### src/rtl/piso_serializer.sv
// Parallel-in/serial-out transmitter: one WIDTH-bit word in over a
// valid/ready load port, one bit per accepted beat out, with a last flag.
module piso_serializer #(
    parameter int WIDTH     = 4,
    parameter bit LSB_FIRST = 1'b0
) (
    input  logic             clk,
    input  logic             rst,
    input  logic             load_valid,
    output logic             load_ready,
    input  logic [WIDTH-1:0] D,
    output logic             sout,
    output logic             sout_valid,
    input  logic             sout_ready,
    output logic             sout_last,
    output logic             busy
);
    localparam int CW = (WIDTH > 1) ? $clog2(WIDTH) : 1;
    localparam logic [CW-1:0] CNT_TOP = CW'(WIDTH - 1);

    typedef enum logic {
        IDLE,
        SHIFT
    } state_t;

    state_t           state_q, state_d;
    logic [WIDTH-1:0] sreg_q, sreg_d;
    logic [CW-1:0]    cnt_q, cnt_d;

    logic in_shift;
    logic at_last;
    logic beat;
    logic load;

    assign in_shift = (state_q == SHIFT);
    assign at_last  = (cnt_q == '0);
    assign beat     = in_shift && sout_ready;

    // Ready never looks at load_valid, so no loop with the upstream.
    assign load_ready = !rst && (!in_shift || (at_last && sout_ready));
    assign load       = load_valid && load_ready;

    always_comb begin
        state_d = state_q;
        sreg_d  = sreg_q;
        cnt_d   = cnt_q;
        if (load) begin
            sreg_d  = D;
            cnt_d   = CNT_TOP;
            state_d = SHIFT;
        end else if (beat && at_last) begin
            sreg_d  = '0;
            cnt_d   = '0;
            state_d = IDLE;
        end else if (beat) begin
            sreg_d = LSB_FIRST ? (sreg_q >> 1) : (sreg_q << 1);
            cnt_d  = cnt_q - CW'(1);
        end
    end

    always_ff @(posedge clk or posedge rst) begin
        if (rst) begin
            state_q <= IDLE;
            sreg_q  <= '0;
            cnt_q   <= '0;
        end else begin
            state_q <= state_d;
            sreg_q  <= sreg_d;
            cnt_q   <= cnt_d;
        end
    end

    assign sout       = in_shift &&
                        (LSB_FIRST ? sreg_q[0] : sreg_q[WIDTH-1]);
    assign sout_valid = in_shift;
    assign sout_last  = in_shift && at_last;
    assign busy       = in_shift;

endmodule

### config.mk
export PLATFORM = sky130hd
export DESIGN_NAME = piso_serializer
export DESIGN_NICKNAME = d
export VERILOG_FILES = /design/src/rtl/piso_serializer.sv
export SDC_FILE = /design/constraint.sdc
export NUM_CORES = 1
export LEC_CHECK = 0
export ABC_AREA = 0
export CAP_MARGIN = 20
export CORE_AREA = 2 2 39 41
export CTS_CLUSTER_SIZE = 12
export DETAILED_ROUTE_END_ITERATION = 16
export DIE_AREA = 0 0 41 43
export PLACE_DENSITY = 0.55
export SYNTH_ARGS = -nofsm -noshare
export SYNTH_HDL_FRONTEND = slang
export SYNTH_SLANG_ARGS = --single-unit
### constraint.sdc
create_clock -name clk -period 1.6 [get_ports clk]
set_clock_uncertainty 0.1 [all_clocks]
set_input_delay 0.32 -clock clk [delete_from_list [all_inputs] [get_ports clk]]
set_output_delay 0.32 -clock clk [all_outputs]
set_load 0.01 [all_outputs]
==> results of run 1 <==
[routing by layer]
metal | share of wire (%) | GRT usage [%] | vias to the layer above
met2 | 47 | 18.1 | 16
met5 | 0 | 0 | -
met3 | 8.3 | 3.14 | 0
li1 | - | - | 169
met4 | 0 | 6.00 | 0
met1 | 44 | 16.1 | 155
[final cells by class]
cell class,count,area share [%]
clock buffer,4,4.29
timing repair buffer,22,31.2
multi-input combinational,22,31.2
inverter,2,1.22
tap,16,3.27
sequential,7,28.8
[cell usage in the layout (no fill, tap or decap)]
cell type	count
o211a_1	2
nor3b_2	1
clkdlybuf4s50_1	6
dfrtp_1	6
clkbuf_4	3
buf_4	7
a22o_1	2
mux2i_1	1
a21oi_4	1
clkbuf_1	1
or3b_4	1
dfrtp_2	1
and2_1	1
a211o_1	1
inv_1	2
o21ai_0	1
buf_2	2
buf_6	3
nor3b_1	1
mux2_4	2
a21oi_2	1
dlygate4sd2_1	4
a221o_1	1
nand2_1	4
nand2b_1	2
[critical path, delay by kind of cell (launching register included)]
kind                   cells  cell delay [ns]
and+or+nand+nor            1             0.41
DFF                        1             0.37
buffers and inverters      1             0.13
AOI/OAI and AO/OA          1             0.11
[state kept, by name, summed over array words and instances (netlist names)]
signal,cells
sreg_q,4
cnt_q,2
busy,1
[worst max path at each step]
stage / start / end / slack [ns]
2_1_floorplan: cnt_q[1] / sreg_q[2] / 0.02
4_1_cts: cnt_q[0] / load_ready / -0.12
3_3_place_gp: sout_ready / load_ready / -0.67
3_5_place_dp: sout_ready / load_ready / -0.70
6_report: cnt_q[1] / load_ready / -0.1
5_1_grt: cnt_q[1] / load_ready / -0.15
[repair_timing]
item / 4_1_cts / 5_1_grt
gates resized for setup: 18 / 2
setup endpoints to repair: 11 / 5
setup buffers: 1 / 1
pin swaps: 3 / 2
[through the flow]
stage	utilization (%)	hold slack [ns]	TNS, ns	std cells	setup WS, ns
after floorplan	-	0.0234	0	32	0.0167
after global placement	40.3	0.409	-3.05	67	-0.670
after detailed placement	40.3	0.406	-3.18	67	-0.696
after CTS	43.1	0.281	-0.227	72	-0.119
after global routing	44.3	0.311	-0.420	73	-0.147
final	44.3	0.269	-0.184	73	-0.0991
[cells by family (layout without fill, tap and decap cells)]
kind of cell / count (synthesis) / count (layout)
flip-flops: 7 / 7
multiplexers: 3 / 3
buffers and inverters: 3 / 28
AND/OR/NAND/NOR: 10 / 10
AO/OA/AOI/OAI: 9 / 9
[where the power goes]
group	internal (uW)	switching [uW]	leakage (uW)
sequential	258	48.2	0.0000869
clock	95.4	69.1	0.0000150
combinational	322	221	0.000206
total	676	338	0.000308
==> out/metrics.csv, run 1 <==
metric,value,unit
powerDensity,1650,mW/mm^2
timing.final.ws_setup,-0.0991,ns
dpl.hpwl,623,microns
fin_nets,66,
cts.htree.levels,1,
drive_gt1_share,38.6,%
cts_buffers,3,
endpoint_kind,output pin,
r2r-end,sreg_q[2],
synth-seq-cells,7,
p_leak,0.000308,uW
avgSynthCellArea,11.4,sq um
cts_tree,yes,
postRouteAntennaNets,0,
drt-total-wl,877,microns
yosys.area_share.simple,16.4,%
antenna_found_initial,0,
die-area,0.00176,sq mm
power,1010,uW
overflow,0,
cp_data_arrival_time,1.28,ns
rows,14,
synth_compound_area_share,22.6,%
max_stage_delay,0.41,ns
criticalPathCategory,flop to output pin,
grt_pass1_vias,334,
required,1.18,ns
cp_cell_sequence,or3b_4 > a21oi_2 > buf_2,
yosysMostFrequentCell,dfrtp_1,
wire_per_inst,12.0,microns
vias,340,
ys_seq_area_share,47.9,%
die_h,43,microns
synth_fa_ha_area_share,0,%
synth_edf_count,0,
fmax,589,MHz
synthFlopType,dfrtp_1,
dieWidth,41,microns
synth_cell_types,17,
syn_area,365,sq um
clkTransAtPathRegs,0.05,ns
grt_max_degree,8,
rsz0062_at_grt,yes,
fin_crit,1.70,ns
multi_input_area,191,sq um
min_period_over_period,106,%
clock_path_buffers,2,
ios,13,
status,finished with violations,
grt_usage,12.3,%
worstPathMaxFanout,2,
synthTopCellsByCount,"dfrtp_1, nand2_1",
worstMarginPinSlew,0.275,ns
synth_top_cell_by_area,dfrtp_1,
synth_top_cell_area_share,47.9,%
synth.area.top_cells,"dfrtp_1, mux2_2, o211a_1, a22o_1, a21oi_4",
clock_latency,0.25,ns
rrSetupSlack,-0.05,ns
synth_top_family_by_area,compound AO/OA/AOI/OAI gates,
reg2reg_depth,4,
finalSetupViolations,3,
final_area,613,sq um
clockRootBuffer,clkbuf_4,
yosysWarnings,0,
core_area,0.00138,sq mm
r2r_start,cnt_q[1],
relSlewSlack,81.6,%
gp_congestion,0.757,
diodes,0,
post_drt_via_cell_ratio,4.66,
hold_viol,0,
fillers,133,
synthXorXnorAreaFrac,0,%
synthArstFlopShare,100,%
drc,0,
failed_checks,setup timing,
io_buffer_count,12,
grt_pass1_wl,1.46,mm
cpMaxStageDelayCell,or3b_4,
clock_sinks,7,
cap_viol_max_count,0,
syn_nets,40,
vdd_ir_drop_max,0.509,mV
ctsHoldBuffers,0,
start_kind,flop,
min_path_type,input port to asynchronous set/reset pin,
final_max_slew_viol_count,0,
seq_area,176,sq um
drtPass1Iterations,4,
drt_iter0_markers,3,
synth_cells,32,
start_util,26.4,%
syn_to_final_growth,67.8,%
muxShareOfSynthArea,8.90,%
placed_area,558,sq um
Power figures use the tool's default switching activity.
==> run 2, diff against run 1 <==
MAX_ROUTING_LAYER = met4   (was not set)
==> results of run 2 <==
Same layout as run 1: the final DEF is identical, and so are final timing and power.
Among the figures that moved: final weighted congestion in routability-driven placement 0.757 -> 0.767; overall routing resource usage 12.3% -> 12.6%
